$ cat src/rtl/core_id_ibuf.sv
// Instruction buffer between fetch and ID decode: DEPTH-entry FIFO of {pc, inst}.
// Optional same-cycle bypass through an empty buffer: define CORE_ID_IBUF_BYPASS_EN.
`ifndef CORE_PC_WIDTH
`define CORE_PC_WIDTH 32
`endif
`ifndef CORE_INST_WIDTH
`define CORE_INST_WIDTH 32
`endif

module core_id_ibuf #(
  parameter int PC_W   = `CORE_PC_WIDTH,
  parameter int INST_W = `CORE_INST_WIDTH,
  parameter int DEPTH  = 2,
  parameter int CNT_W  = $clog2(DEPTH+1)
) (
  input  logic              clk,
  input  logic              rst,
  input  logic              i_flush,
  input  logic              valid_in,
  output logic              ready_in,
  input  logic [PC_W-1:0]   i_pc,
  input  logic [INST_W-1:0] i_inst,
  output logic              valid_out,
  input  logic              ready_out,
  output logic [PC_W-1:0]   o_pc,
  output logic [INST_W-1:0] o_inst,
  output logic [CNT_W-1:0]  o_count,
  output logic              o_empty,
  output logic              o_full
);

  localparam int PTR_W = $clog2(DEPTH);

  // Handshake: a transfer happens on a rising edge where valid and ready are both 1.
  // valid_in may not be withdrawn and i_pc/i_inst must stay stable while ready_in=0;
  // ready_in depends only on occupancy, never on ready_out.

  logic [PC_W-1:0]   pc_mem   [DEPTH];
  logic [INST_W-1:0] inst_mem [DEPTH];
  logic [PTR_W-1:0]  wr_ptr;
  logic [PTR_W-1:0]  rd_ptr;
  logic [CNT_W-1:0]  count;
  logic              push;
  logic              pop;
  logic              wr_en;
  logic              rd_en;
  logic              byp;

`ifdef CORE_ID_IBUF_BYPASS_EN
  assign byp = o_empty & valid_in & ~i_flush;
`else
  assign byp = 1'b0;
`endif

  assign o_count   = count;
  assign o_empty   = (count == '0);
  assign o_full    = (count == CNT_W'(DEPTH));
  assign ready_in  = ~o_full;
  assign valid_out = ~o_empty | byp;
  assign o_pc      = byp ? i_pc   : pc_mem[rd_ptr];
  assign o_inst    = byp ? i_inst : inst_mem[rd_ptr];

  assign push = valid_in & ready_in;
  assign pop  = valid_out & ready_out;
  // A bypassed entry taken by decode in the same cycle never touches storage.
  assign wr_en = push & ~(byp & ready_out);
  assign rd_en = pop & ~byp;

  always_ff @(posedge clk or posedge rst) begin
    if (rst) begin
      wr_ptr <= '0;
      rd_ptr <= '0;
      count  <= '0;
      for (int i = 0; i < DEPTH; i++) begin
        pc_mem[i]   <= '0;
        inst_mem[i] <= '0;
      end
    end else if (i_flush) begin
      wr_ptr <= '0;
      rd_ptr <= '0;
      count  <= '0;
    end else begin
      if (wr_en) begin
        pc_mem[wr_ptr]   <= i_pc;
        inst_mem[wr_ptr] <= i_inst;
        wr_ptr           <= wr_ptr + PTR_W'(1);
      end
      if (rd_en) begin
        rd_ptr <= rd_ptr + PTR_W'(1);
      end
      if (wr_en & ~rd_en) begin
        count <= count + CNT_W'(1);
      end else if (rd_en & ~wr_en) begin
        count <= count - CNT_W'(1);
      end
    end
  end

endmodule

$ cat config.mk
export PLATFORM = sky130hd
export DESIGN_NAME = core_id_ibuf
export DESIGN_NICKNAME = d
export VERILOG_FILES = /design/src/rtl/core_id_ibuf.sv
export SDC_FILE = /design/constraint.sdc
export NUM_CORES = 1
export LEC_CHECK = 0
export ABC_AREA = 1
export BUFFER_PORTS_ARGS = -buffer_cell sky130_fd_sc_hd__buf_4
export CAP_MARGIN = 20
export CORE_UTILIZATION = 36
export CTS_CLUSTER_SIZE = 8
export DETAILED_ROUTE_END_ITERATION = 12
export GPL_ROUTABILITY_DRIVEN = 1
export PLACE_DENSITY_LB_ADDON = 0.3
export SLEW_MARGIN = 20
export SYNTH_ARGS = -nofsm -noshare
export SYNTH_HDL_FRONTEND = slang
export SYNTH_SLANG_ARGS = --single-unit
$ cat constraint.sdc
create_clock -name clk -period 12.2 [get_ports clk]
set_input_delay 2.44 -clock clk [delete_from_list [all_inputs] [get_ports clk]]
set_output_delay 2.44 -clock clk [all_outputs]
set_load 0.02 [all_outputs]
==> impl_results.md, run 1 <==
* # nets final at 913
* Die H at 132 microns
* DR vias/cell at 4.41
* Critical R2R Capture: inst_mem[27]$_DFFE_PP0P_
* Area of the mapped netlist at roughly 6000 sq um
* Largest net degree at the start of global routing at 75
* Yosys cell types at 20
* Sum of negative setup slack at 0 ns
* Leakage Power at about 4.2 nW
* First-pass GRT wire length at between 20000 and 25000 microns
* Layout area overhead at 26.4%
* H-tree depth at 4
* HP Class: flop to flop
* Post-DP HPWL at 8350 microns
* Initial Util at 0.368
* Fmax at 220 MHz
* Crit path cell chain: inv_2 -> buf_4 -> nand2_1 -> nand2_1 -> buf_4
* Final Hold Fails at 0
* Most frequent cells in the layout: 332 x nand2_1, 143 x buf_4, 131 x dfrtp_1
* Initial antenna violation count at 0
* Critical path endpoint category: primary output
* Power per Cell Area at 223 nW/um^2
* Die span in x at 132 microns
* Most common cell after layout, fill and taps aside: nand2_1
* DRT iter0 DRCs at 281
* Worst clock skew at 0.00819 ns
* Seq/Total Area, Yosys at 0.541
* Clock buffer depth at 2
* Overall Global Routing Usage at 0.165
* Hold path endpoint: inst_mem[29]$_DFFE_PP0P_
* Yosys warns at 0
* Fin. max-slew vios at 0
* Io pins at 139
* Startpoint types: flop
* CP arrival at around 2.1 ns
* CP Max Fanout at 43
* Fin util at 0.465
* Rows at 47
* R2r setup slk at 9.71 ns
* Placer Congestion at 0.704
* Clock-pin slew on the worst setup and hold paths at 0.05 ns
* CTS tree: done
* Antenna Nets Post-Route at 0
* Unrepaired setup endpoints after global routing: no
* DRC viols at 0
* Number of global-route vias before repair at 4666
* Global route overflow at 0
* Register area at 3300 sq um
* Die area at 17500 sq um
* Mapped Avg Cell Area at about 8.4 sq um
* Worst skew pair latency at ~0.42 ns
* Post-CTS Hold Buffers at 0
* Drt wl/cell at between 10 and 15 microns
* Vias at between 4k and 5k
* Clock Sinks at around 130
* Cell count after synthesis at ~720
* Multi-input gate area at 2250 sq um
* Largest stage delay, worst path at ~0.53 ns
* Setup bufs post-CTS at 0
* Share of post-route cells with drive strength above 1 at 0.288
* Root buffer cell: clkbuf_16
* Status: completed
* Antenna Cells at 0
* Filler Cell Count at approximately 1.7k
* Post_cts resized at 0
* CORE AREA at 16600 sq um
* Min Clock Period, post-route at 4.55 ns
* Drt pass-1 iters at 4
* Worst Setup Path Type: flop to primary output
* Hold Path Cell Cnt at 2
* Cell depth of the worst flop-to-flop path at 6
* CTS buffer count at 17
* Worst r2r src: o_count[0]$_DFFE_PP0P_
* Seq cells post-synth at 132
* CP required at about 9.8 ns
* Final setup fails at 0
* Crit share post-route at 0.373
* Synth Net Count at 793
* Max Cap Violations at 0
* IO buf count at 138
* Peak supply drop at 0.106 mV
* Detailed Route WL at ~13000 microns
* Crit path max-delay cell type: buf_4
* Relative slew slack at 0.381
* Hold wc startpoint: inst_mem[29]$_DFFE_PP0P_
* Worst slew pin tran at 0.929 ns
-- registers in the layout (all words and copies together), names as in the netlist --
register,flops
inst_mem,64
o_count,2
pc_mem,64
rd_ptr,1
wr_ptr,1
-- per-layer routing --
layer,GRT usage,share of wire,up-vias
li1,-,-,2470
met1,0.226,0.49,2148
met2,0.252,0.44,110
met3,0.0415,0.052,13
met4,0.0594,0.014,0
met5,0,0,-
-- cell usage after synthesis --
library cell,instances,area (sq um)
a21oi_1,2,10.0
a21oi_4,1,16.3
buf_1,3,11.3
buf_2,11,55.1
buf_4,1,7.51
buf_6,15,169
clkbuf_1,12,45.0
dfrtp_1,132,3300
inv_1,72,270
inv_2,1,3.75
nand2_1,332,1250
nand2_2,1,6.26
nand3_1,3,15.0
nand3_2,1,10.0
nand4_1,1,6.26
nor2_1,6,22.5
nor3_1,1,5.00
o21ai_0,1,5.00
o21ai_1,59,295
o21ai_2,69,604
-- layout make-up --
class,count,share of cell area
Sequential cell,132,0.428
Multi-Input combinational cell,477,0.292
Timing Repair Buffer,143,0.139
Clock buffer,25,0.0655
Inverter,73,0.0362
Tap cell,220,0.0357
Clock inverter,5,0.00324
-- where the power goes --
group          total [mW]  internal, mW  switching, mW
combinational       0.583         0.244          0.339
clock               0.459         0.282          0.176
sequential          0.677         0.595         0.0818
-- cell families (layout without fill, tap and decap cells) --
logic type	Yosys count	in the layout	share of synthesized area
AND/OR/NAND/NOR	345	345	0.215
buffers and inverters	115	246	0.0920
flip-flops	132	132	0.541
AO/OA/AOI/OAI	132	132	0.152
-- through the flow --
step	hold WS (ns)	cell area [sq um]	total power [mW]	setup WS (ns)	instances
floorplan	0.455	6110	1.07	6.23	724
global placement	0.463	7190	1.26	7.71	1045
detailed placement	0.467	7190	1.27	7.68	1045
CTS	0.481	7720	1.74	7.59	1075
global route	0.490	7720	1.84	7.49	1075
finish	0.477	7720	1.72	7.65	1075
-- worst max path at each step --
stage                                   from                      end  slack [ns]  depth (start not counted)
after floorplan                          rst  inst_mem[0]$_DFFE_PP0P_        6.23                          1
after global placement              valid_in   pc_mem[11]$_DFFE_PP0P_        7.71                          7
after detailed placement            valid_in    pc_mem[7]$_DFFE_PP0P_        7.68                          7
after CTS                 rd_ptr$_DFFE_PP0P_               o_inst[11]        7.59                          5
after global routing      rd_ptr$_DFFE_PP0P_               o_inst[11]        7.49                          5
final                     rd_ptr$_DFFE_PP0P_               o_inst[11]        7.65                          5
-- worst max-delay path, delay by kind of cell (launching register included) --
kind                   cells  cell delay, ns
buffers and inverters      3            1.04
flip-flops                 1            0.40
AND/OR/NAND/NOR            2            0.24
Note: power is estimated with default switching activity, not from simulation.
==> run 2, diff against run 1 <==
ABC_AREA = 0   (was 1)
clock period = 4.13 ns   (was 12.2 ns; I/O delays follow)
==> run 2 against run 1 <==
Compared with the run above:
- sequential share of layout area increased by 0.48 points
- combinational power increased by 92%
- power increased to 2.6 times the previous value
- clock power increased to 3.5 times the previous value
- critical path depth decreased by 2
- global-route usage decreased by 1.5 points
- via count decreased by 27%
- setup slack got worse by 6.5 ns
- core utilization increased by 3.1 points
- first-iteration DRC count decreased by 83%
- non-clock buffer count increased by 1
- synthesized cell count decreased by 49%
- critical endpoint unchanged
- largest cell class unchanged
==> impl_results.md, run 2 <==
* CP arrival at 2.13 ns (+0.02 ns)
* Register area at 3300 sq um (unchanged)
* Peak supply drop at 0.314 mV (+200%)
* Setup slack at placement at 1.54 ns (-6.14 ns)
* Crit path max-delay cell type: dfrtp_2
* Startpoint types: flop
* Multi-input gate area at 2300 sq um (+2.1%)
* Most frequent CP cell: buf_4
* Seq/Total Area, Yosys at 0.575 (+0.0337)
* Initial antenna violation count at 0 (unchanged)
* Gate power share at 0.250 (-0.089)
* Max Cap Violations at 0 (unchanged)
* Highest metal used: met4
* Net Sw Frac at 0.260 (-0.0870)
* DRC viols at 0 (unchanged)
* Rows at 45 (-4.3%)
* Critical path endpoint category: primary output
* Crit path cell chain: buf_4 -> mux2_2 -> buf_4
* Top cells by instance count after synthesis: 188 x mux2_2, 132 x dfrtp_1, 7 x buf_2, 7 x clkbuf_1, 6 x buf_6
* Commonest register cell after synthesis: dfrtp_1
* Worst skew pair latency at 0.41 ns (about the same)
* Share of post-route cells with drive strength above 1 at 0.706 (+0.418)
* Largest stage delay, worst path at 0.73 ns (+0.20 ns)
* Die span in x at 128 microns (-2.9%)
* Status: completed
* Placer Congestion at 0.724 (+2.8%)
* Die area at 16500 sq um (-5.8%)
* Power per Cell Area at 586 nW/um^2 (+160%)
* Cell count after synthesis at 367 (-49%)
* Synth Net Count at 436 (-45%)
* DRT iter0 DRCs at 49 (-83%)
* Cell depth of the worst flop-to-flop path at 4 (-2)
* Seq cells post-synth at 132 (unchanged)
* IO buf count at 138 (unchanged)
* Reg power frac at 0.395 (about the same)
* Final setup fails at 0 (unchanged)
* Area of the mapped netlist at 5750 sq um (-5.9%)
* Final worst setup slack at 1.17 ns (-6.48 ns)
* Global route overflow at 0 (unchanged)
* Drt wl/cell at 15.7 microns (+26%)
* Io pins at 139 (unchanged)
* Post-CTS Hold Buffers at 0 (unchanged)
* Fmax at 338 MHz
* Critical R2R Capture: pc_mem[5]$_DFFE_PP0P_
* CORE AREA at 15400 sq um (-7.3%)
* Hold path endpoint: inst_mem[63]$_DFFE_PP0P_
* Mapped Avg Cell Area at 15.7 sq um (+86%)
* Clock power frac at 0.355 (+0.088)
* Filler Cell Count at 1377 (-19%)
* Min Clock Period, post-route at 2.96 ns
* Detailed Route WL at 11500 microns (-14%)
* Hold Path Cell Cnt at 1 (-1)
* Top-count cell post-synth: mux2_2
* Most frequent cells in the layout: 188 x mux2_2, 142 x buf_4, 131 x dfrtp_1
* Wire length on met2 at 5730 microns (-2.6%)
* Most common cell after layout, fill and taps aside: mux2_2
* Root buffer cell: clkbuf_16
* Clock-pin slew on the worst setup and hold paths at 0.05 ns (about the same)
* Antenna Cells at 0 (unchanged)
* CTS tree: done
* Relative slew slack at 0.539 (+0.158)
* Internal Power at 3.31 mW (+200%)
* Post-DP HPWL at 7520 microns (-10%)
* Number of global-route vias before repair at 3877 (-17%)
* Overall Global Routing Usage at 0.150 (-0.0148)
* Area leader, netlist: dfrtp_1
* Yosys warns at 0 (unchanged)
* Hold wc startpoint: inst_mem[63]$_DFFE_PP0P_
* R2r setup slk at 2.24 ns (-7.47 ns)
* Worst Setup Path Type: flop to primary output
* HP Class: flop to flop
* Die H at 128 microns (-2.9%)
* Layout area overhead at 32.8%
* Leakage Power at 3.42 nW (-19%)
* Final Hold Fails at 0 (unchanged)
* Post-synth EDFFs at 0 (unchanged)
* # nets final at 579 (-37%)
* Largest net degree at the start of global routing at 133 (+77%)
* Unrepaired setup endpoints after global routing: no
* Setup bufs post-CTS at 0 (unchanged)
* Yosys cell types at 22 (+10%)
* Initial Util at 0.374 (+0.00577)
* Switching pwr at 1.17 mW (+95%)
* Vias at 3480 (-27%)
* Drt pass-1 iters at 4 (unchanged)
* Clock Sinks at 132 (unchanged)
* Worst slew pin tran at 0.692 ns (-0.237 ns)
* Sum of negative setup slack at 0 ns (unchanged)
* Post-synth ARST share at 1.00 (unchanged)
* Synth top area share at 0.575 (+0.0337)
* Fin. max-slew vios at 0 (unchanged)
* First-pass GRT wire length at 18900 microns (-17%)
* Post_cts resized at 0 (unchanged)
* Clock buffer depth at 2 (unchanged)
* M1 wire length at 4740 microns (-28%)
* Synth top area cells: dfrtp_1 57%, mux2_2 37%, buf_6 1.2%, mux2_1 0.78%, buf_2 0.61%
* Worst clock skew at 0.00435 ns (-0.00384 ns)
* DR vias/cell at 4.74 (+7.5%)
* CP required at 3.30 ns (-6.46 ns)
* DR WL met3 at 847 microns (+22%)
* Crit share post-route at 0.716
* CTS buffer count at 17 (unchanged)
* Antenna Nets Post-Route at 0 (unchanged)
* H-tree depth at 4 (unchanged)
* Worst r2r src: o_count[0]$_DFFE_PP0P_
* CP Max Fanout at 24 (-44%)
[run 2: cell types whose count changed after synthesis, moves of 9 or more]
| cell | delta |
|---|---|
| nand2_1 | -332 |
| mux2_2 | +188 |
| inv_1 | -69 |
| o21ai_2 | -69 |
| o21ai_1 | -59 |
| buf_6 | -9 |
[run 2: area by class of cell]
cell class / instances / area share
multi-input combinational: 211 / 0.302
clock buffer: 23 / 0.0639
tap: 211 / 0.0346
sequential: 132 / 0.433
inverter: 4 / 0.00246
timing repair buffer: 144 / 0.145
clock inverter: 9 / 0.0195
[run 2: logic make-up (layout without fill, tap and decap cells)]
group | Yosys count | after routing | synth area share
xor+xnor | 1 | 1 | 0.00152
flops | 132 | 132 | 0.575
buf+inv | 24 | 180 | 0.0250
simple gates | 9 | 9 | 0.0133
compound gates | 8 | 8 | 0.00784
mux | 193 | 193 | 0.378
[run 2: metal layers]
| layer | vias up | global-route usage |
|---|---|---|
| li1 | 1605 | - |
| met1 | 1771 | 0.172 |
| met2 | 93 | 0.249 |
| met3 | 11 | 0.0607 |
| met4 | 0 | 0.0602 |
| met5 | - | 0 |
[run 2: power by group through the flow]
stage          Combinational, mW  Sequential, mW  Clock (mW)
6_report                    1.12            1.77        1.59
5_1_grt                     1.20            1.81        1.70
4_1_cts                     1.14            1.77        1.63
3_5_place_dp                1.13            1.79           0
3_3_place_gp                1.11            1.77           0
2_1_floorplan              0.771            1.73           0
[run 2: worst max-delay path: cells and delay by family (launching register included)]
kind,cells,cell delay [ns]
buffers and inverters,2,0.59
multiplexers,1,0.39
flip-flops,1,0.73
[run 2: worst max-delay path by stage]
stage | startpoint | end | slack, ns | depth (start not counted)
2_1_floorplan | rst | inst_mem[0]$_DFFE_PP0P_ | 1.67 | 1
3_5_place_dp | rd_ptr$_DFFE_PP0P_ | o_inst[12] | 1.54 | 3
6_report | rd_ptr$_DFFE_PP0P_ | o_inst[11] | 1.17 | 3
4_1_cts | rd_ptr$_DFFE_PP0P_ | o_inst[12] | 1.09 | 3
5_1_grt | rd_ptr$_DFFE_PP0P_ | o_inst[30] | 1.06 | 3
3_3_place_gp | rd_ptr$_DFFE_PP0P_ | o_inst[12] | 1.54 | 3
[run 2: metrics by stage]
step | util | instance area, sq um | total power [mW] | hold WS (ns) | cells
final | 0.497 | 7630 | 4.47 | 0.479 | 734
after floorplan | - | 5750 | 2.50 | 0.454 | 367
after detailed placement | 0.455 | 7000 | 2.92 | 0.472 | 702
after global placement | 0.455 | 7000 | 2.88 | 0.463 | 702
after global routing | 0.497 | 7630 | 4.71 | 0.497 | 734
after CTS | 0.497 | 7630 | 4.54 | 0.486 | 734
